`src/rtl/alu_arbiter.sv`:
```
// alu_arbiter: round-robin sharing of one combinational ALU between two requesters.
// One operation in flight: operands registered toward the ALU, result registered back.
module alu_arbiter #(
  parameter int unsigned WIDTH      = 32,
  parameter int unsigned CTRL_WIDTH = 4
) (
  input  logic                  clock,
  input  logic                  reset,
  input  logic                  req0_valid,
  output logic                  req0_ready,
  input  logic [CTRL_WIDTH-1:0] req0_control,
  input  logic [WIDTH-1:0]      req0_operand_A,
  input  logic [WIDTH-1:0]      req0_operand_B,
  input  logic                  req1_valid,
  output logic                  req1_ready,
  input  logic [CTRL_WIDTH-1:0] req1_control,
  input  logic [WIDTH-1:0]      req1_operand_A,
  input  logic [WIDTH-1:0]      req1_operand_B,
  output logic                  rsp_valid,
  input  logic                  rsp_ready,
  output logic                  rsp_id,
  output logic [WIDTH-1:0]      rsp_result,
  output logic                  rsp_zero,
  output logic [CTRL_WIDTH-1:0] alu_control,
  output logic [WIDTH-1:0]      alu_operand_A,
  output logic [WIDTH-1:0]      alu_operand_B,
  input  logic [WIDTH-1:0]      alu_result,
  input  logic                  alu_zero,
  output logic                  busy
);

  typedef enum logic [1:0] {
    IDLE = 2'd0,
    EXEC = 2'd1,
    RESP = 2'd2
  } state_e;

  typedef struct packed {
    logic [CTRL_WIDTH-1:0] control;
    logic [WIDTH-1:0]      a;
    logic [WIDTH-1:0]      b;
  } op_t;

  state_e            state_q, state_d;
  op_t               op_q, op_d;
  logic              last_grant_q, last_grant_d;
  logic              id_q, id_d;
  logic              rsp_valid_q, rsp_valid_d;
  logic [WIDTH-1:0]  rsp_result_q, rsp_result_d;
  logic              rsp_zero_q, rsp_zero_d;

  logic              grant_c;
  logic              accept_c;
  op_t               req0_op_c, req1_op_c;

  assign req0_op_c = {req0_control, req0_operand_A, req0_operand_B};
  assign req1_op_c = {req1_control, req1_operand_A, req1_operand_B};

  // Round-robin pick: on contention the requester not served last time wins.
  always_comb begin
    grant_c = 1'b0;
    if (req0_valid && req1_valid) begin
      grant_c = ~last_grant_q;
    end else if (req1_valid) begin
      grant_c = 1'b1;
    end
  end

  // Readies are held low while reset is asserted so nothing looks accepted.
  assign req0_ready = reset && (state_q == IDLE) && req0_valid && !grant_c;
  assign req1_ready = reset && (state_q == IDLE) && req1_valid &&  grant_c;
  assign accept_c   = req0_ready || req1_ready;

  // Next-state and register update logic.
  always_comb begin
    state_d      = state_q;
    op_d         = op_q;
    last_grant_d = last_grant_q;
    id_d         = id_q;
    rsp_valid_d  = rsp_valid_q;
    rsp_result_d = rsp_result_q;
    rsp_zero_d   = rsp_zero_q;

    case (state_q)
      IDLE: begin
        if (accept_c) begin
          op_d         = grant_c ? req1_op_c : req0_op_c;
          id_d         = grant_c;
          last_grant_d = grant_c;
          state_d      = EXEC;
        end
      end
      EXEC: begin
        rsp_result_d = alu_result;
        rsp_zero_d   = alu_zero;
        rsp_valid_d  = 1'b1;
        state_d      = RESP;
      end
      RESP: begin
        if (rsp_ready) begin
          rsp_valid_d = 1'b0;
          state_d     = IDLE;
        end
      end
      default: begin
        rsp_valid_d = 1'b0;
        state_d     = IDLE;
      end
    endcase
  end

  always_ff @(posedge clock) begin
    if (!reset) begin
      state_q      <= IDLE;
      op_q         <= '0;
      last_grant_q <= 1'b1;
      id_q         <= 1'b0;
      rsp_valid_q  <= 1'b0;
      rsp_result_q <= '0;
      rsp_zero_q   <= 1'b0;
    end else begin
      state_q      <= state_d;
      op_q         <= op_d;
      last_grant_q <= last_grant_d;
      id_q         <= id_d;
      rsp_valid_q  <= rsp_valid_d;
      rsp_result_q <= rsp_result_d;
      rsp_zero_q   <= rsp_zero_d;
    end
  end

  assign alu_control   = op_q.control;
  assign alu_operand_A = op_q.a;
  assign alu_operand_B = op_q.b;
  assign rsp_valid     = rsp_valid_q;
  assign rsp_id        = id_q;
  assign rsp_result    = rsp_result_q;
  assign rsp_zero      = rsp_zero_q;
  assign busy          = (state_q != IDLE);

endmodule

```
`config.mk`:
```
export PLATFORM = sky130hd
export DESIGN_NAME = alu_arbiter
export DESIGN_NICKNAME = d
export VERILOG_FILES = /design/src/rtl/alu_arbiter.sv
export SDC_FILE = /design/constraint.sdc
export NUM_CORES = 1
export LEC_CHECK = 0
export ABC_AREA = 1
export CAP_MARGIN = 20
export CORE_AREA = 2 2 108 110
export DETAILED_ROUTE_END_ITERATION = 16
export DIE_AREA = 0 0 110 112
export DONT_BUFFER_PORTS = 1
export PLACE_DENSITY_LB_ADDON = 0.05
export REMOVE_ABC_BUFFERS = 1
export SYNTH_ARGS = -nofsm -noshare
export SYNTH_HDL_FRONTEND = slang
export SYNTH_SLANG_ARGS = --single-unit
```
`constraint.sdc`:
```
create_clock -name clock -period 1.4 [get_ports clock]
set_clock_uncertainty 0.2 [all_clocks]
set_input_delay 0.35 -clock clock [delete_from_list [all_inputs] [get_ports clock]]
set_output_delay 0.35 -clock clock [all_outputs]
set_load 0.005 [all_outputs]
```
* Word level (Yosys, flattened, before mapping) *
Index checks and enable logic that the tools add are counted.
Widths: inputs -> output; s select.

word-level totals
  bits in registers = 106
  input bits = 174
  output and inout bits = 106
  logic and storage cells = 36

cells by class
  equal/unequal tests = 4
  multiplexer cells = 8
  bitwise logic cells = 2
  reduce and logical (&&, ||, !) cells = 13

operators with widths
  kind                count
  $mux 68             1
  $logic_and 1x1->1   6
  $pmux 2 s3          1
  $reduce_and 2->1    3
  $mux 2              2
  $ne 2x2->1 const B  2
  $mux 1              3
  $pmux 1 s3          1
  $eq 2x1->1 const B  1
  $eq 2x2->1 const B  1
  $logic_not 2->1     1
  $not 1->1           2
  $reduce_bool 2->1   1
  $logic_not 1->1     1
  $logic_or 1x1->1    1

* Longest topological paths before layout *
Gate-level depths: netlist of run 1.

  word-level depth = 7
  mapped depth = 10
  gate-level depth less buffers = 8

* Worst setup path after synthesis of run 1 *
No wires, ideal clock.

  path type = in2out
  from = in reset
  to = out req0_ready
  arrival time = 1.027 ns
  required time = 0.850 ns
  path slack = -0.177 ns
  stages = 4
  cells stage by stage = buf_2 nand4_1 buf_2 nor2_1

on the way
  word-level cells in the longest chain between the ends = 3

RTL lines
  item                            line  source
  start: declaration              8     input logic reset,
  $logic_and 1x1->1 (3 in a row)  70    assign req0_ready = reset && (state_q == IDLE) && req0_valid && !grant_c;
  end: declaration                10    output logic req0_ready,

Every way passes these cells.

* Worst setup path in the final report of run 1 *
  from = reg state_q[0]
  to = out req0_ready

on the way
  word-level cells in the longest chain between the ends = 4

RTL lines
  item                            line  source
  start: declaration              44    state_e state_q, state_d;
  start signal: assignment        122   state_q <= state_d;
  $logic_not 2->1                 70
  $logic_and 1x1->1 (3 in a row)  70

Every way passes these cells.

==> impl_results.md, run 1 <==
- Outcome: finished, violations left
- Failing checks: negative hold slack, negative setup slack
- Async SR Flop Fraction: 0%
- Cell variety after synth: 18
- Number of global-route vias before repair: 5604
- Synth warnings: 0
- CTS tree: yes
- Part of the cycle the worst path needs: 123%
- Worst-case headroom to the max-slew limit: 82.5%
- Fin area: 7470 um2
- Worst reg2reg path depth: 10
- Share of power burned in the clock network: 30.3%
- Slowest CP cell: sky130_fd_sc_hd__dfxtp_2
- Internal power: 5.75 mW
- Endpoint kind of the worst setup timing path: output pin
- Library cell with the highest instance count after synthesis: sky130_fd_sc_hd__nand2_1
- Die height: 112 um
- Standard-cell row count: 39
- Global-route wire length before repair: 28000 um
- Top_reg_cell synth: sky130_fd_sc_hd__dfxtp_1
- Netlist Area Pre-Place: 5670 um2
- # Max-Cap Violations: 0
- Part of the power in combinational logic: 26.1%
- Peak Freq: 0.580 GHz
- CP Class: reg2out
- FF+latch count, synth: 106
- Number of antenna repair diodes: 0
- Total power draw: 8.28 mW
- Worst IR Drop VDD: 0.602 mV
- Worst Hold Class: in2reg
- Number of buffers inserted by port buffering: 0
- Global routing usage summed across all routing layers: 29.3%
- Gate Count Post-Synth: 972
- Initial antenna violation count: 0
- GP Congestion: 0.787
- Slew @ Worst Pin: 0.263 ns
- Portion of synthesized cell area occupied by the leading cell type: 37.4%
- Setup ws final: -0.324 ns
- Part of the Yosys area used for sequential elements: 37.4%
- Total leakage power: 4.31 nW
- First drt pass iteration count: 5
- Largest net degree at the start of global routing: 107
- Top cells by area, synth: sky130_fd_sc_hd__dfxtp_1 (37%), sky130_fd_sc_hd__nand2_1 (18%), sky130_fd_sc_hd__inv_1 (14%)
- End of the worst register-to-register path: alu_operand_B[2]
- Effective utilization at floorplan: 50.8%
- Leftover overflow at the end of global routing: 0
- Final Routed Wirelength: 18400 um
- Crit Reg-Reg Startpoint: state_q[0]
- Startpoint of the most critical hold path: reset
- Reg-to-reg slack, setup: -0.27 ns
- Die boundary width: 110 um
- CTS root buffer: sky130_fd_sc_hd__clkbuf_16
- Clock Tree Buf Depth: 2
- I/O Pins: 280
- PD cells: 1110 nW/um2
- Layout net count: 1167
- Post-route DRC: 0
- Hold depth: 2
- Minimum period implied by the final worst setup slack: 1.72 ns
- Number of flops mapped to enable cells by yosys: 0
- Cell area after placement: 5850 um2
- Commonest cells in the synthesized netlist: sky130_fd_sc_hd__nand2_1 (277), sky130_fd_sc_hd__inv_1 (208), sky130_fd_sc_hd__nand3_1 (139), sky130_fd_sc_hd__nor2_1 (138), sky130_fd_sc_hd__dfxtp_1 (106)
- Required time of the worst setup path: 0.85 ns
- Setup Viol. Count Final: 74
- Sw Ratio: 30.6%
- Final Hold Violating Endpoints: 95
- Max Fanout on Critical Path: 3
- Critical path arrival: 1.17 ns
- Worst Hold Slack: -0.0820 ns
- Worst-case hold path end point: alu_operand_A[21]
- Layout Utilization: 66.9%
- Die Footprint: 12300 um2
- Area of the core: 11200 um2
- Part of the total power dissipated in sequential elements: 43.6%
- Kind of launch point of the worst setup path: register
- Setup repair after global routing missed its margin: yes
- Source-to-sink clock delay at the later pin of the worst-skew pair: 0.34 ns
- Depth of the CTS H-tree: 3
- Clock buffers created by TritonCTS: 9
- Critical Path Max Stage Delay: 0.33 ns
- Switching component of the power: 2.54 mW
- Biggest area consumer among synthesized cells: sky130_fd_sc_hd__dfxtp_1
- DRT iter0 DRCs: 337
- Clock slew at the register clock pins of the worst setup and hold paths: 0.07 ns
- Synthesis-to-layout area growth: 31.7%
- Average size of a mapped cell: 5.84 um2
- Routed vias: 5858
- Clock tree sinks: 106
- Series of cell instances along the critical path: inv_2 -> nand4_1 -> nor2_2 -> buf_6
- Estimated wirelength of the detail-placed design: 10300 um
- Via density per instance: 5.13
- Fraction of layout instances using a drive strength above 1: 20.3%
- Final slew viol count: 0
- Routed Antenna Nets: 0
- Routed length per instance: 16.1 um
-- power groups by stage --
stage | clock network [mW] | registers [mW] | logic [mW]
after CTS | 2.55 | 3.61 | 2.07
after floorplan | 0 | 3.57 | 1.03
after detailed placement | 0 | 3.68 | 1.37
after global routing | 2.68 | 3.65 | 2.42
after global placement | 0 | 3.67 | 1.32
final | 2.51 | 3.61 | 2.16
-- state kept, by name, summed over array words and instances, names as in the netlist, 2 cells and up --
register,count
alu_operand_A,32
alu_control,4
state_q,2
alu_operand_B,32
rsp_result,32
-- critical path, delay by kind of cell (launching register included) --
kind | cells | cell delay, ns
and+or+nand+nor | 2 | 0.30
buffers and inverters | 2 | 0.19
DFF | 1 | 0.33
-- routing by layer --
layer	vias to the layer above	routed length, um	track usage, %
met3	37	1750	8.02
met4	0	442	11.5
met5	-	0	0
li1	2890	-	-
met1	2664	6890	32.9
met2	267	9330	51.7
-- per-stage QoR --
step / hold slack [ns] / std cells / worst slack [ns] / TNS (ns)
after CTS: -0.0880 / 1136 / -0.302 / -12.98
after global routing: -0.0919 / 1141 / -0.373 / -20.11
after detailed placement: 0.256 / 1077 / -0.127 / -6.98
after global placement: 0.245 / 1077 / -0.0874 / -4.38
final: -0.0820 / 1141 / -0.324 / -14.90
after floorplan: 0.234 / 911 / -2.57 / -203.71
-- kinds of logic (layout without fill, tap and decap cells) --
group,Yosys count,in the layout,synth area share (%)
simple gates,558,558,40.2
buf+inv,272,298,19.2
flops,106,106,37.4
compound gates,36,36,3.29
-- placed cells by master, fill, tap and decap left out --
| cell type | count |
|---|---|
| sky130_fd_sc_hd__inv_2 | 33 |
| sky130_fd_sc_hd__o21ai_0 | 25 |
| sky130_fd_sc_hd__buf_12 | 18 |
| sky130_fd_sc_hd__clkinvlp_4 | 2 |
| sky130_fd_sc_hd__clkinv_2 | 2 |
| sky130_fd_sc_hd__dlygate4sd3_1 | 5 |
| sky130_fd_sc_hd__nand2_2 | 52 |
| sky130_fd_sc_hd__nor2_2 | 4 |
| sky130_fd_sc_hd__nand3_4 | 1 |
| sky130_fd_sc_hd__nand3_1 | 137 |
| sky130_fd_sc_hd__o21ai_1 | 8 |
| sky130_fd_sc_hd__bufinv_16 | 1 |
| sky130_fd_sc_hd__nand4_1 | 1 |
| sky130_fd_sc_hd__a21oi_1 | 1 |
| sky130_fd_sc_hd__inv_1 | 177 |
| sky130_fd_sc_hd__a21oi_4 | 1 |
| sky130_fd_sc_hd__clkbuf_16 | 12 |
| sky130_fd_sc_hd__nand2_4 | 27 |
| sky130_fd_sc_hd__buf_8 | 4 |
| sky130_fd_sc_hd__buf_4 | 10 |
| sky130_fd_sc_hd__inv_4 | 1 |
| sky130_fd_sc_hd__buf_6 | 13 |
| sky130_fd_sc_hd__dfxtp_1 | 103 |
| sky130_fd_sc_hd__nand2_1 | 201 |
| sky130_fd_sc_hd__a211oi_1 | 1 |
| sky130_fd_sc_hd__clkbuf_1 | 2 |
| sky130_fd_sc_hd__buf_16 | 18 |
| sky130_fd_sc_hd__dfxtp_2 | 3 |
| sky130_fd_sc_hd__nor2_1 | 134 |
| sky130_fd_sc_hd__nand3_2 | 1 |
-- how the worst max path moves through the flow --
stage / startpoint / to / slack [ns] / cells after the start
global route: state_q[0] / req0_ready / -0.37 / 4
CTS: state_q[0] / req0_ready / -0.30 / 4
global placement: req0_valid / alu_operand_A[19] / -0.09 / 7
floorplan: req0_valid / alu_operand_A[1] / -2.57 / 6
finish: state_q[0] / req0_ready / -0.32 / 4
detailed placement: req0_valid / alu_operand_B[23] / -0.13 / 8
-- repair_timing --
item                                    4_1_cts  5_1_grt
gates resized for setup                     171       35
endpoints found under the setup margin       72      108
pin swaps                                   108        3
endpoints found under the hold margin       103       96
hold buffers                                  1        4
setup buffers                                23        2
cloned                                       19        3
-- layout make-up --
| class | count | area (um2) |
|---|---|---|
| clock buffer | 11 | 233 |
| clock inverter | 5 | 55.1 |
| fill | 1001 | 3700 |
| inverter | 211 | 795 |
| multi-input combinational | 594 | 2830 |
| sequential | 106 | 2130 |
| tap | 143 | 179 |
| timing repair buffer | 71 | 1260 |
Note: power is estimated with default switching activity, not from simulation.
==> run 2, diff against run 1 <==
- CORE_AREA: 2 2 108 110 -> not set
- CORE_ASPECT_RATIO: not set -> 0.5
- CORE_MARGIN: not set -> 2
- CORE_UTILIZATION: not set -> 58
- DIE_AREA: 0 0 110 112 -> not set
==> impl_results.md, run 2 (same netlist as run 1, synthesis figures left out) <==
- Critical path arrival: 1.20 ns (was 1.17 ns)
- Clock buffers created by TritonCTS: 9 (unchanged)
- Effective utilization at floorplan: 59.9% (was 50.8%)
- Post-route DRC: 0 (unchanged)
- Setup ws final: -0.351 ns (was -0.324 ns)
- CP Launch Point: state_q[0] (unchanged)
- Sum of buffers and inverters on the critical path: 2 (unchanged)
- CTS tree: yes (unchanged)
- Worst-case headroom to the max-slew limit: 84.8% (was 82.5%)
- First drt pass iteration count: 5 (unchanged)
- CP Class: reg2out (unchanged)
- Setup Viol. Count Final: 78 (was 74)
- Die height: 73.9 um (was 112 um)
- Synthesis-to-layout area growth: 43.2% (was 31.7%)
- Slowest CP cell: sky130_fd_sc_hd__dfxtp_2 (unchanged)
- Minimum period implied by the final worst setup slack: 1.75 ns (was 1.72 ns)
- DRT iter0 DRCs: 433 (was 337)
- Worst Hold Slack: -0.0791 ns (was -0.0820 ns)
- Global-route wire length before repair: 28600 um (was 28000 um)
- Kind of launch point of the worst setup path: register (unchanged)
- Setup repair after global routing missed its margin: yes (unchanged)
- Cell area after placement: 5880 um2 (was 5850 um2)
- Total leakage power: 4.53 nW (was 4.31 nW)
- Total power draw: 8.63 mW (was 8.28 mW)
- Clock Tree Buf Depth: 2 (unchanged)
- Final Hold Violating Endpoints: 45 (was 95)
- Slew @ Worst Pin: 0.226 ns (was 0.263 ns)
- Routed Antenna Nets: 0 (unchanged)
- Most frequent cells in the layout: sky130_fd_sc_hd__inv_1 (154), sky130_fd_sc_hd__nand2_1 (152), sky130_fd_sc_hd__nor2_1 (127) (was sky130_fd_sc_hd__nand2_1 (201), sky130_fd_sc_hd__inv_1 (177), sky130_fd_sc_hd__nand3_1 (137))
- Standard-cell row count: 25 (was 39)
- Source-to-sink clock delay at the later pin of the worst-skew pair: 0.34 ns (about the same)
- Outcome: finished, violations left (unchanged)
- Initial antenna violation count: 1 (was 0)
- Cell family with the largest share of critical-path delay: flip-flops (unchanged)
- Clock tree sinks: 106 (unchanged)
- Endpoint kind of the worst setup timing path: output pin (unchanged)
- PD cells: 1060 nW/um2 (was 1110 nW/um2)
- Die Footprint: 10600 um2 (was 12300 um2)
- I/O Pins: 280 (unchanged)
- Most common cell after layout, fill and taps aside: sky130_fd_sc_hd__inv_1 (was sky130_fd_sc_hd__nand2_1)
- Hold depth: 2 (unchanged)
- Largest net degree at the start of global routing: 107 (unchanged)
- Final slew viol count: 0 (unchanged)
- Fraction of layout instances using a drive strength above 1: 31.0% (was 20.3%)
- Failing checks: negative hold slack, negative setup slack (unchanged)
- Crit Reg-Reg Startpoint: state_q[0] (unchanged)
- Part of the cycle the worst path needs: 125% (was 123%)
- Number of antenna repair diodes: 0 (unchanged)
- CTS root buffer: sky130_fd_sc_hd__clkbuf_16 (unchanged)
- Leftover overflow at the end of global routing: 0 (unchanged)
- Number of buffers inserted by port buffering: 0 (unchanged)
- Global routing usage summed across all routing layers: 35.4% (was 29.3%)
- Cell depth of the worst setup path: 4 (unchanged)
- Estimated wirelength of the detail-placed design: 9770 um (was 10300 um)
- # Max-Cap Violations: 0 (unchanged)
- Worst reg2reg path depth: 9 (was 10)
- Worst IR Drop VDD: 0.755 mV (was 0.602 mV)
- Area of the core: 9480 um2 (was 11200 um2)
- Required time of the worst setup path: 0.85 ns (about the same)
- Routed vias: 6282 (was 5858)
- Die boundary width: 144 um (was 110 um)
- Fin area: 8130 um2 (was 7470 um2)
- Depth of the CTS H-tree: 3 (unchanged)
- Final Routed Wirelength: 21100 um (was 18400 um)
- Peak Freq: 0.571 GHz (was 0.580 GHz)
- Critical Path Max Stage Delay: 0.33 ns (about the same)
- Series of cell instances along the critical path: inv_2 -> nand4_1 -> buf_6 -> nor2_4 (was inv_2 -> nand4_1 -> nor2_2 -> buf_6)
- GP Congestion: 0.770 (was 0.787)
- Number of global-route vias before repair: 5510 (was 5604)
- Via density per instance: 5.43 (was 5.13)
- Startpoint of the most critical hold path: reset (unchanged)
- Max Fanout on Critical Path: 4 (was 3)
- Routed length per instance: 18.3 um (was 16.1 um)
- Clock slew at the register clock pins of the worst setup and hold paths: 0.08 ns (was 0.07 ns)
- Worst Hold Class: in2reg (unchanged)
- Layout net count: 1190 (was 1167)
==> run 2: where the power goes <==
part           leakage [nW]  internal (mW)  switching [mW]
combinational          3.52           1.20            1.30
sequential            0.875           3.33           0.278
clock                 0.142           1.25            1.25
total                  4.53           5.79            2.83
==> run 2: per-layer routing <==
| metal | track usage, % | share of wire [%] | vias to the layer above |
|---|---|---|---|
| met2 | 60.9 | 47 | 360 |
| met4 | 12.7 | 3.2 | 0 |
| li1 | - | - | 2958 |
| met3 | 10.8 | 12 | 74 |
| met1 | 42.9 | 38 | 2890 |
| met5 | 0 | 0 | - |
==> run 2: final timing paths <==
| kind | endpoint | slack (ns) |
|---|---|---|
| worst max register to register | alu_control[2] | -0.29 |
| worst min register to register | rsp_valid | 0.24 |
| worst max-delay path | req0_ready | -0.35 |
| worst min-delay path | alu_operand_A[27] | -0.08 |
==> run 2: worst register-to-register path, stage by stage, from the launching register on <==
cell                      delay [ns]
sky130_fd_sc_hd__dfxtp_2        0.33
sky130_fd_sc_hd__inv_2          0.07
sky130_fd_sc_hd__nand4_1        0.18
sky130_fd_sc_hd__buf_6          0.18
sky130_fd_sc_hd__buf_4          0.13
sky130_fd_sc_hd__buf_6          0.13
sky130_fd_sc_hd__buf_16         0.16
sky130_fd_sc_hd__nand3_1        0.10
sky130_fd_sc_hd__nand2_1        0.06
sky130_fd_sc_hd__nor2_1         0.10
==> run 2: area by class of cell <==
class                      count  area, um2
fill                         557       1350
clock inverter                 6       62.6
inverter                     211        792
tap                          135        169
clock buffer                  10        229
timing repair buffer          94       1640
multi-input combinational    594       3110
sequential                   106       2130
==> run 2: per-stage QoR <==
| step | hold slack [ns] | std cells | util, % | setup TNS, ns | setup slack, ns |
|---|---|---|---|---|---|
| after CTS | -0.0849 | 1135 | 79.3 | -14.19 | -0.297 |
| after detailed placement | 0.264 | 1073 | 62.1 | -9.59 | -0.172 |
| after global routing | -0.0732 | 1156 | 85.7 | -22.83 | -0.409 |
| final | -0.0791 | 1156 | 85.7 | -17.00 | -0.351 |
| after floorplan | 0.234 | 911 | - | -203.71 | -2.57 |
| after global placement | 0.251 | 1073 | 62.1 | -6.63 | -0.131 |
==> run 2: timing repair <==
| action | in CTS | in global routing |
|---|---|---|
| setup endpoints to repair | 72 | 108 |
| gates cloned | 23 | 5 |
| hold endpoints to repair | 104 | 73 |
| resized for setup | 173 | 130 |
| buffers inserted | 23 | 5 |
| hold buffers | 1 | 13 |
| pin swaps | 89 | 44 |
==> run 3, diff against run 2 <==
- ABC_AREA: 1 -> not set
- CORE_AREA: not set -> 2 2 109 111
- CORE_ASPECT_RATIO: 0.5 -> not set
- CORE_MARGIN: 2 -> not set
- CORE_UTILIZATION: 58 -> not set
- DIE_AREA: not set -> 0 0 111 113
==> impl_results.md, run 3 <==
- Outcome: finished, violations left (unchanged)
- Failing checks: negative hold slack, negative setup slack (unchanged)
- Final Routed Wirelength: 19300 um (was 21100 um)
- Synthesis-to-layout area growth: 67.4% (was 43.2%)
- Endpoint kind of the worst setup timing path: output pin (unchanged)
- Setup ws final: -0.582 ns (was -0.351 ns)
- Synth warnings: 0 (unchanged)
- Switching component of the power: 2.74 mW (was 2.83 mW)
- Layout net count: 808 (was 1190)
- Die boundary width: 111 um (was 144 um)
- Slew @ Worst Pin: 0.455 ns (was 0.226 ns)
- Post-route DRC: 0 (unchanged)
- Startpoint of the most critical hold path: req1_control[2] (was reset)
- Die Footprint: 12500 um2 (was 10600 um2)
- GP Congestion: 0.818 (was 0.770)
- Met1 usage in global routing: 30.7% (was 42.9%)
- Commonest cells in the synthesized netlist: sky130_fd_sc_hd__nor3_1 (137), sky130_fd_sc_hd__dfxtp_1 (106), sky130_fd_sc_hd__a21oi_1 (102), sky130_fd_sc_hd__nand2_1 (68), sky130_fd_sc_hd__nor4_1 (68) (was sky130_fd_sc_hd__nand2_1 (277), sky130_fd_sc_hd__inv_1 (208), sky130_fd_sc_hd__nand3_1 (139), sky130_fd_sc_hd__nor2_1 (138), sky130_fd_sc_hd__dfxtp_1 (106))
- Crit Reg-Reg Startpoint: state_q[0] (unchanged)
- Clock buffers created by TritonCTS: 9 (unchanged)
- Cell area after placement: 4660 um2 (was 5880 um2)
- Slowest CP cell: sky130_fd_sc_hd__or3b_4 (was sky130_fd_sc_hd__dfxtp_2)
- Worst Hold Slack: -0.0137 ns (was -0.0791 ns)
- Global routing usage summed across all routing layers: 27.0% (was 35.4%)
- Cell variety after synth: 24 (was 18)
- Sw Ratio: 31.1% (was 32.9%)
- First drt pass iteration count: 4 (was 5)
- Final Hold Violating Endpoints: 4 (was 45)
- Largest net degree at the start of global routing: 59 (was 107)
- CP Launch Point: state_q[0] (unchanged)
- Clock slew at the register clock pins of the worst setup and hold paths: 0.07 ns (was 0.08 ns)
- Part of the Yosys area used for sequential elements: 48.3% (was 37.4%)
- Number of antenna repair diodes: 0 (unchanged)
- Worst reg2reg path depth: 10 (was 9)
- Standard-cell row count: 39 (was 25)
- Via density per instance: 6.25 (was 5.43)
- Kind of launch point of the worst setup path: register (unchanged)
- CP Class: reg2out (unchanged)
- Worst-case headroom to the max-slew limit: 69.7% (was 84.8%)
- Internal power: 6.07 mW (was 5.79 mW)
- Netlist Area Pre-Place: 4390 um2 (was 5670 um2)
- Number of non-filler instances in the completed layout: 781 (was 1156)
- Max Fanout on Critical Path: 3 (was 4)
- Hold depth: 2 (unchanged)
- PD cells: 1200 nW/um2 (was 1060 nW/um2)
- Worst IR Drop VDD: 0.724 mV (was 0.755 mV)
- Biggest area consumer among synthesized cells: sky130_fd_sc_hd__dfxtp_1 (unchanged)
- Top cells by area, synth: sky130_fd_sc_hd__dfxtp_1 (48%), sky130_fd_sc_hd__nor3_1 (16%), sky130_fd_sc_hd__a21oi_1 (12%) (was sky130_fd_sc_hd__dfxtp_1 (37%), sky130_fd_sc_hd__nand2_1 (18%), sky130_fd_sc_hd__inv_1 (14%))
- Layer with the highest usage after global routing: met2 (unchanged)
- Depth of the CTS H-tree: 3 (unchanged)
- Fin area: 7350 um2 (was 8130 um2)
- Required time of the worst setup path: 0.85 ns (about the same)
- Source-to-sink clock delay at the later pin of the worst-skew pair: 0.35 ns (was 0.34 ns)
- CTS tree: yes (unchanged)
- Number of flops mapped to enable cells by yosys: 0 (unchanged)
- Number of global-route vias before repair: 4740 (was 5510)
- Number of buffers inserted by port buffering: 0 (unchanged)
- Minimum period implied by the final worst setup slack: 1.98 ns (was 1.75 ns)
- I/O Pins: 280 (unchanged)
- Async SR Flop Fraction: 0% (unchanged)
- DRT iter0 DRCs: 294 (was 433)
- Routed Antenna Nets: 0 (unchanged)
- M3 GR Usage: 9.05% (was 10.8%)
- # Max-Cap Violations: 0 (unchanged)
- Fraction of layout instances using a drive strength above 1: 50.6% (was 31.0%)
- CTS root buffer: sky130_fd_sc_hd__clkbuf_16 (unchanged)
- Cell depth of the worst setup path: 3 (was 4)
- Share of power burned in the clock network: 28.5% (was 29.1%)
- Setup repair after global routing missed its margin: yes (unchanged)
- Number of cells after detailed placement: 673 (was 1073)
- Worst Hold Class: in2reg (unchanged)
- FF+latch count, synth: 106 (unchanged)
- Total power draw: 8.81 mW (was 8.63 mW)
- Part of the total power dissipated in sequential elements: 41.8% (was 41.9%)
- Top_reg_cell synth: sky130_fd_sc_hd__dfxtp_1 (unchanged)
- Cell family with the largest share of critical-path delay: simple AND/OR/NAND/NOR gates (was flip-flops)
- Library cell with the highest instance count after synthesis: sky130_fd_sc_hd__nor3_1 (was sky130_fd_sc_hd__nand2_1)
- Most frequent cells in the layout: sky130_fd_sc_hd__dfxtp_1 (104), sky130_fd_sc_hd__a21oi_2 (76), sky130_fd_sc_hd__nor3_1 (68) (was sky130_fd_sc_hd__inv_1 (154), sky130_fd_sc_hd__nand2_1 (152), sky130_fd_sc_hd__nor2_1 (127))
- Sum of buffers and inverters on the critical path: 0 (was 2)
- Clock tree sinks: 106 (unchanged)
- Routed vias: 4882 (was 6282)
- Gate Count Post-Synth: 566 (was 972)
- Initial antenna violation count: 0 (was 1)
- Portion of synthesized cell area occupied by the leading cell type: 48.3% (was 37.4%)
- Setup Viol. Count Final: 109 (was 78)
- Critical path arrival: 1.43 ns (was 1.20 ns)
- Die height: 113 um (was 73.9 um)
- Clock Tree Buf Depth: 2 (unchanged)
- Leftover overflow at the end of global routing: 0 (unchanged)
- Met2 capacity usage during global routing: 47.0% (was 60.9%)
- Part of the power in combinational logic: 29.7% (was 29.1%)
- Critical Path Max Stage Delay: 0.40 ns (was 0.33 ns)
- Average size of a mapped cell: 7.75 um2 (was 5.84 um2)
- Most common cell after layout, fill and taps aside: sky130_fd_sc_hd__dfxtp_1 (was sky130_fd_sc_hd__inv_1)
- Series of cell instances along the critical path: or3b_4 -> or2_4 -> nor2_4 (was inv_2 -> nand4_1 -> buf_6 -> nor2_4)
- Global-route wire length before repair: 26800 um (was 28600 um)
- Estimated wirelength of the detail-placed design: 10200 um (was 9770 um)
- Area of the core: 11300 um2 (was 9480 um2)
- Final slew viol count: 0 (unchanged)
- Peak Freq: 0.504 GHz (was 0.571 GHz)
- Part of the cycle the worst path needs: 142% (was 125%)
- Routed length per instance: 24.7 um (was 18.3 um)
- Total leakage power: 2.53 nW (was 4.53 nW)
- Effective utilization at floorplan: 38.9% (was 59.9%)
==> run 3: cell count changes in the layout (fill, tap and decap cells not counted), moves of 46 or more <==
| cell | change |
|---|---|
| sky130_fd_sc_hd__nand3_1 | -117 |
| sky130_fd_sc_hd__inv_2 | -55 |
| sky130_fd_sc_hd__nor3_1 | +68 |
| sky130_fd_sc_hd__nor4_1 | +46 |
| sky130_fd_sc_hd__nand2_2 | -71 |
| sky130_fd_sc_hd__nor2_1 | -125 |
| sky130_fd_sc_hd__nand2_1 | -118 |
| sky130_fd_sc_hd__inv_1 | -154 |
| sky130_fd_sc_hd__a21oi_2 | +76 |
| sky130_fd_sc_hd__nor3_2 | +60 |
==> run 3: path summary, 6_finish.rpt <==
path              slack (ns)                to
hold / removal         -0.01    alu_control[2]
hold reg to reg         0.28     rsp_result[5]
setup / recovery       -0.58        req1_ready
setup reg to reg       -0.52  alu_operand_A[9]
==> run 3: power by group through the flow <==
stage               sequential, mW  combinational (mW)  clock (mW)
detailed placement            3.70                1.28           0
finish                        3.68                2.62        2.51
global placement              3.70                1.24           0
floorplan                     3.60               0.834           0
global route                  3.72                2.78        2.66
CTS                           3.65                2.10        2.56
==> run 3: repair_timing <==
item                       CTS  global route
cloned                      11             9
gates resized for setup    157           156
setup buffers               23            23
setup endpoints to repair   75           108
pin swaps                   61            47
hold endpoints to repair    36             0
hold buffers                35             0
==> run 3: kinds of logic after synthesis <==
kind of cell	count (synthesis)	synth area share (%)
compound gates	106	12.3
buf+inv	68	6.44
flops	106	48.3
simple gates	286	32.9
==> run 3: layout make-up <==
type                    count  area, um2
clock inverters             1       7.51
repair buffers            123       1690
multi-input cells         392       3060
flip-flops and latches    106       2120
clock buffers              14        284
well taps                 143        179
fillers                   891       3930
inverters                   2       7.51
==> run 3: metal layers <==
layer | share of wire, % | wire (um) | up-vias
li1 | - | - | 2181
met1 | 36 | 6970 | 2367
met2 | 51 | 9790 | 284
met3 | 9.3 | 1780 | 50
met4 | 3.8 | 727 | 0
met5 | 0 | 0 | -
==> run 3: per-stage QoR <==
step | hold WS (ns) | utilization (%) | setup slack [ns] | setup TNS, ns
6_report | -0.0137 | 65.2 | -0.582 | -38.61
5_1_grt | 0.00668 | 65.2 | -0.624 | -46.17
4_1_cts | 0.00907 | 57.2 | -0.589 | -28.71
3_5_place_dp | 0.253 | 41.4 | -0.404 | -23.45
3_3_place_gp | 0.243 | 41.4 | -0.421 | -22.56
2_1_floorplan | 0.239 | - | -1.88 | -168.15
